### src/rtl/pe_result_drain.sv
// Captures a DEPTH-row burst of per-lane accumulator results and drains it lane by lane, pulsing rd_eop per lane.
// Latency: first word valid the cycle after the last capture beat; one word per cycle while out_ready is high.
// Backpressure: out_ready low stalls the drain with out_data/out_lane/out_last held; no out_ready-to-output path.
// Optional: define RESULT_SAT_EN to saturate DW->OW on output instead of truncating.
module pe_result_drain #(
  parameter int LANES = 8,
  parameter int DEPTH = 4,
  parameter int DW    = 32,
  parameter int OW    = 16,
  localparam int LW   = $clog2(LANES),
  localparam int RW   = $clog2(DEPTH)
) (
  input  logic                  clk,
  input  logic                  rst,
  input  logic                  save_sop,
  input  logic                  psum_vld,
  input  logic [LANES*DW-1:0]   psum_in,
  output logic                  out_valid,
  input  logic                  out_ready,
  output logic [OW-1:0]         out_data,
  output logic [LW-1:0]         out_lane,
  output logic                  out_last,
  output logic [LANES-1:0]      rd_eop,
  output logic                  busy,
  output logic                  sop_err
);

  typedef enum logic [1:0] {
    IDLE  = 2'd0,
    CAPT  = 2'd1,
    DRAIN = 2'd2,
    DONE  = 2'd3
  } state_t;

  localparam logic [RW-1:0] R_LAST = RW'(DEPTH - 1);
  localparam logic [LW-1:0] L_LAST = LW'(LANES - 1);

`ifdef RESULT_SAT_EN
  localparam logic [DW-1:0] SAT_HI = {{(DW-OW+1){1'b0}}, {(OW-1){1'b1}}};
  localparam logic [DW-1:0] SAT_LO = {{(DW-OW+1){1'b1}}, {(OW-1){1'b0}}};
`endif

  state_t          state;
  logic [RW-1:0]   r;
  logic [LW-1:0]   l;
  logic [RW-1:0]   w;
  logic [DW-1:0]   mem [LANES][DEPTH];

  // Accumulator-to-output word conversion.
  function automatic logic [OW-1:0] conv(input logic [DW-1:0] x);
`ifdef RESULT_SAT_EN
    if ($signed(x) > $signed(SAT_HI))
      conv = {1'b0, {(OW-1){1'b1}}};
    else if ($signed(x) < $signed(SAT_LO))
      conv = {1'b1, {(OW-1){1'b0}}};
    else
      conv = x[OW-1:0];
`else
    // Plain truncation; the zero mask only keeps the dropped upper bits referenced.
    conv = x[OW-1:0] | ({OW{1'b0}} & OW'(x[DW-1:OW]));
`endif
  endfunction

  // Result buffer: one row of all lanes per accepted capture beat (not reset).
  always_ff @(posedge clk) begin
    if (!rst && state == CAPT && psum_vld) begin
      for (int i = 0; i < LANES; i++) begin
        mem[i][r] <= psum_in[i*DW +: DW];
      end
    end
  end

  // Control FSM with registered valid/busy/eop/error outputs.
  always_ff @(posedge clk) begin
    if (rst) begin
      state     <= IDLE;
      r         <= '0;
      l         <= '0;
      w         <= '0;
      out_valid <= 1'b0;
      busy      <= 1'b0;
      rd_eop    <= '0;
      sop_err   <= 1'b0;
    end else begin
      rd_eop <= '0;
      if (save_sop && state != IDLE) begin
        sop_err <= 1'b1;
      end
      case (state)
        IDLE: begin
          if (save_sop) begin
            r     <= '0;
            l     <= '0;
            w     <= '0;
            busy  <= 1'b1;
            state <= CAPT;
          end
        end
        CAPT: begin
          if (psum_vld) begin
            if (r == R_LAST) begin
              r         <= '0;
              out_valid <= 1'b1;
              state     <= DRAIN;
            end else begin
              r <= r + 1'b1;
            end
          end
        end
        DRAIN: begin
          if (out_ready) begin
            if (w == R_LAST) begin
              w         <= '0;
              rd_eop[l] <= 1'b1;
              if (l == L_LAST) begin
                out_valid <= 1'b0;
                state     <= DONE;
              end else begin
                l <= l + 1'b1;
              end
            end else begin
              w <= w + 1'b1;
            end
          end
        end
        DONE: begin
          busy  <= 1'b0;
          state <= IDLE;
        end
        default: state <= IDLE;
      endcase
    end
  end

  // Drain word muxed from the buffer and index registers; zero outside DRAIN.
  always_comb begin
    out_data = '0;
    out_lane = '0;
    out_last = 1'b0;
    if (out_valid) begin
      out_data = conv(mem[l][w]);
      out_lane = l;
      out_last = (w == R_LAST);
    end
  end

endmodule

### config.mk
export PLATFORM = sky130hd
export DESIGN_NAME = pe_result_drain
export DESIGN_NICKNAME = d
export VERILOG_FILES = /design/src/rtl/pe_result_drain.sv
export SDC_FILE = /design/constraint.sdc
export NUM_CORES = 1
export LEC_CHECK = 0
export CAP_MARGIN = 5
export CORE_MARGIN = 1
export CORE_UTILIZATION = 40
export CTS_BUF_LIST = sky130_fd_sc_hd__clkbuf_8
export DETAILED_ROUTE_END_ITERATION = 16
export PLACE_DENSITY = 0.71
export SYNTH_ARGS = -nofsm -noshare
export SYNTH_HDL_FRONTEND = slang
export SYNTH_SLANG_ARGS = --single-unit
### constraint.sdc
create_clock -name clk -period 9.5 [get_ports clk]
set_clock_uncertainty 0.1 [all_clocks]
set_input_delay 1.9 -clock clk [delete_from_list [all_inputs] [get_ports clk]]
set_output_delay 1.9 -clock clk [all_outputs]
set_load 0.02 [all_outputs]
==> results.md <==
Run status:
- The run finished with clean final reports.

Setup path:
- The critical path data required time is 7.50 ns.
- The data arrival time of the worst path is 4.13 ns.
- The classification of the worst setup path is reg2out.
- The worst-case reg-to-reg path depth is 5.
- The worst register-to-register path ends at mem[7][13].
- The worst setup slack for register-to-register paths is 6.19 ns.
- In this run the critical register-to-register path is launched from state[1].
- The worst setup path is captured at an output port.
- The startpoint kind of the worst setup timing path is a flop.
- The highest net fanout along the worst path is 42.

Logic synthesis:
- Of the post-synthesis cell area, the part taken by muxes is 16.11%.
- The dominant combinational cell family by area after synthesis is multiplexers.
- The count of mapped cells out of synthesis is 947.
- After Yosys synthesis, full adders, half adders and majority gates account for 0.7254% of the synthesized area.
- Summing every instance area after synthesis gives 20700 um^2.
- Dividing the synthesized area by the synthesized cell count gives 21.86 um^2.
- In the synthesized netlist the async set-or-reset flop fraction comes to 0%.
- The post-synthesis cell type count is 38.
- The post-synthesis compound-gate area fraction is 3.246%.
- Among all flip-flop cells after synthesis, the most frequent one is sky130_fd_sc_hd__edfxtp_1.
- During synthesis, Yosys emitted a total of 0 warnings.
- The portion of the post-synthesis area used by sequential elements is 76.50%.
- Ranked by total cell area, the synthesized netlist is headed by sky130_fd_sc_hd__edfxtp_1 74%, sky130_fd_sc_hd__mux4_2 9.2%, sky130_fd_sc_hd__mux4_1 3.4%.
- The most common cell in the netlist is sky130_fd_sc_hd__edfxtp_1.
- The synthesized flop and latch total is 535.
- The basic-gate share of the synthesized area counting and, or, nand and nor cells is 1.644%.
- The number of nets handed over by synthesis was 1220.
- The xor and xnor area share after synthesis is 0%.
- The number of synthesized flops with an enable pin is 512.
- The area share of the largest cell type after synthesis is 74.28%.
- The commonest cells after synthesis are 512 x sky130_fd_sc_hd__edfxtp_1, 85 x sky130_fd_sc_hd__mux4_2, 35 x sky130_fd_sc_hd__mux2i_1.
- The cell type with the highest aggregate area in the netlist is sky130_fd_sc_hd__edfxtp_1.

Power and ir drop:
- The leakage power of the design is 7.570 nW.
- Across the VDD grid, the largest voltage drop is 0.08979 mV.
- In this run the power density over the cells is 197.5 nW/um^2.

Finish:
- In the final layout, the share of cells above drive strength 1 is 20.16%.
- The register area is 15850 um^2.
- The number of fill cells is 4147.
- The relative area change from synthesis to final layout is 18.26%.
- In the final layout, the multi-input gates occupy 4512 um^2.
- The net count of the finished layout is 1433.

CTS:
- Counting every sink on the clock net gives 535.
- The cts-stage hold buffer count is 0.
- The later pin in the worst-skew pair is clocked with a latency of 0.65 ns.
- No sink is reached through more buffers than the 3 on the longest clock path.
- The cell at the root of the clock tree is sky130_fd_sc_hd__clkbuf_8.
- The number of instances resized during post-cts repair is 0.
- The clock-pin transition on the worst setup and hold timing paths is 0.06 ns.
- The clock tree from TritonCTS is built.
- The CTS H-tree depth is 3.
- The CTS buffer count is 86.
- The post-CTS setup buffer count is 0.

Drt:
- Summed over all layers, the routed wires come to 45.42 mm.
- In this run the remaining antenna-violating nets after routing total 0.
- For this block, the initial DRC count from the detailed router was 890.
- The detailed-route via count is 10320.
- In the routed design, unresolved DRC markers number 0.
- The iteration count of the initial detailed-routing pass is 5.
- Dividing the detail-routed wire length by the instance count gives 23.89 um.
- The post-detailed-route via-to-cell ratio is 5.429.

STA:
- The fraction of the cycle the final worst path needs is 64.56%.
- The slew at the pin closest to its max-slew limit is 1.173 ns.
- The number of max-slew violations in the final report was 0.
- The total of endpoints with negative setup slack in the final report is 0.
- The post-layout minimum cycle time is 6.133 ns.
- Based on the critical path, the design can be clocked at up to 163.0 MHz.
- In this run the tightest slew margin relative to its limit is 21.80%.
- Setup slack on the critical path of the routed design comes to 3.367 ns.
- Setup repair after global routing left no endpoint under its margin.
- The total negative slack for setup checks is 0 ns.
- The number of endpoints with negative hold slack in the final report came to 0.

Min path:
- The classification of the worst-slack hold path is reg2reg.
- The worst hold path was traced through 2 stages.
- The worst-case hold path end point is sop_err.
- The startpoint of the worst hold path is sop_err.

Run:
- The tool flagged a number of max-cap violations equal to 0.

Floorplan:
- The number of top-level design ports is 292.
- The area of the core region is 51200 um^2.
- Measured along the x axis, the die boundary spans 229.5 um.
- The effective utilization at floorplan is 40.43%.
- The count of standard-cell rows is 83.
- The overall die height is 229.5 um.
- The floorplan step defined a die boundary enclosing 52660 um^2.

Global route:
- The maximum number of pins on one net before global-route repair is 85.
- The global-route usage over all layers is 17.47%.
- The number of antenna violations at the first check in global routing is 6.
- The first global-routing pass estimated 67.83 mm of wire.
- The via count of the first global-routing pass is 10850.
- The leftover overflow at the end of global routing is 0.

Placed design:
- The number of buffers inserted by port buffering is 163.
- The placer's final routability congestion estimate is 0.7623.
- After legalization and detailed placement, the total HPWL measured 26.86 mm.
- The setup slack after placement is 3.931 ns.
-- state kept, by name (all words and copies together), names as in the netlist, named ones only --
signal and cells:
out_valid 1, r 2, w 2, rd_eop 8, mem 512, sop_err 1
state 2, busy 1, l 3
-- cells by family after synthesis --
group / count (synthesis)
DFF: 535
muxes: 179
AOI/OAI and AO/OA: 91
and+or+nand+nor: 69
buffers and inverters: 61
adders and majority gates: 12
-- per-stage QoR --
step / instance area (um^2) / hold slack [ns] / instances / utilization [%] / total power, mW
4_1_cts: 24470 / 0.4063 / 1900 / 47.80 / 4.891
5_1_grt: 24480 / 0.4404 / 1901 / 47.81 / 5.017
2_1_floorplan: 20700 / 0.3648 / 947 / - / 2.922
3_5_place_dp: 22980 / 0.3882 / 1752 / 44.89 / 3.137
3_3_place_gp: 22980 / 0.3581 / 1752 / 44.89 / 3.125
6_report: 24480 / 0.3959 / 1901 / 47.81 / 4.835
-- metal layers --
layer | share of wire, % | global-route usage [%] | vias to the layer above
met5 | 0.14 | 0 | -
met4 | 2.0 | 6.208 | 10
met1 | 44 | 24.14 | 5412
met3 | 6.1 | 3.835 | 72
met2 | 48 | 27.32 | 371
li1 | - | - | 4455
-- power by group --
| group | internal, mW | switching [mW] |
|---|---|---|
| combinational | 0.161 | 0.247 |
| clock | 0.883 | 0.864 |
| sequential | 2.66 | 0.0223 |
| total | 3.70 | 1.13 |
-- cells in the final DEF, fill, tap and decap left out, types with 6 or more instances in the layout --
cell type / count
sky130_fd_sc_hd__a21oi_1: 6
sky130_fd_sc_hd__a221oi_1: 13
sky130_fd_sc_hd__a22oi_1: 19
sky130_fd_sc_hd__a31oi_1: 16
sky130_fd_sc_hd__buf_4: 15
sky130_fd_sc_hd__clkbuf_8: 88
sky130_fd_sc_hd__clkdlybuf4s50_1: 163
sky130_fd_sc_hd__clkinv_1: 19
sky130_fd_sc_hd__clkinv_2: 6
sky130_fd_sc_hd__dfxtp_1: 20
sky130_fd_sc_hd__edfxtp_1: 512
sky130_fd_sc_hd__ha_1: 12
sky130_fd_sc_hd__inv_1: 36
sky130_fd_sc_hd__mux2_2: 32
sky130_fd_sc_hd__mux2i_1: 35
sky130_fd_sc_hd__mux4_1: 27
sky130_fd_sc_hd__mux4_2: 85
sky130_fd_sc_hd__nand2_1: 13
sky130_fd_sc_hd__nand2b_1: 6
sky130_fd_sc_hd__nor2_1: 22
sky130_fd_sc_hd__o21ai_0: 13
sky130_fd_sc_hd__o221ai_1: 14
-- area by class of cell --
| type | count | share of cell area (%) |
|---|---|---|
| flip-flops and latches | 535 | 64.74 |
| diodes | 1 | 0.01022 |
| multi-input cells | 351 | 18.43 |
| clock buffers | 88 | 4.948 |
| well taps | 680 | 3.476 |
| inverters | 8 | 0.1227 |
| clock inverters | 60 | 1.145 |
| repair buffers | 178 | 7.126 |
-- worst max-delay path: stages, from the launching register on --
cell and delay, ns:
sky130_fd_sc_hd__dfxtp_4 0.85, sky130_fd_sc_hd__buf_4 0.73, sky130_fd_sc_hd__mux4_1 0.64, sky130_fd_sc_hd__mux2_2 0.30
sky130_fd_sc_hd__o221ai_1 0.19, sky130_fd_sc_hd__a31oi_1 0.12, sky130_fd_sc_hd__clkdlybuf4s50_1 0.62
-- how the worst max path moves through the flow --
stage                       end  depth (start not counted)  slack, ns
finish              out_data[7]                          6       3.37
global route        out_data[6]                          6       3.10
CTS                 out_data[6]                          6       3.22
detailed placement  out_data[6]                          6       3.93
global placement    out_data[6]                          6       3.95
floorplan           mem[0][100]                          3       3.64
(Power assumes the default switching activity.)
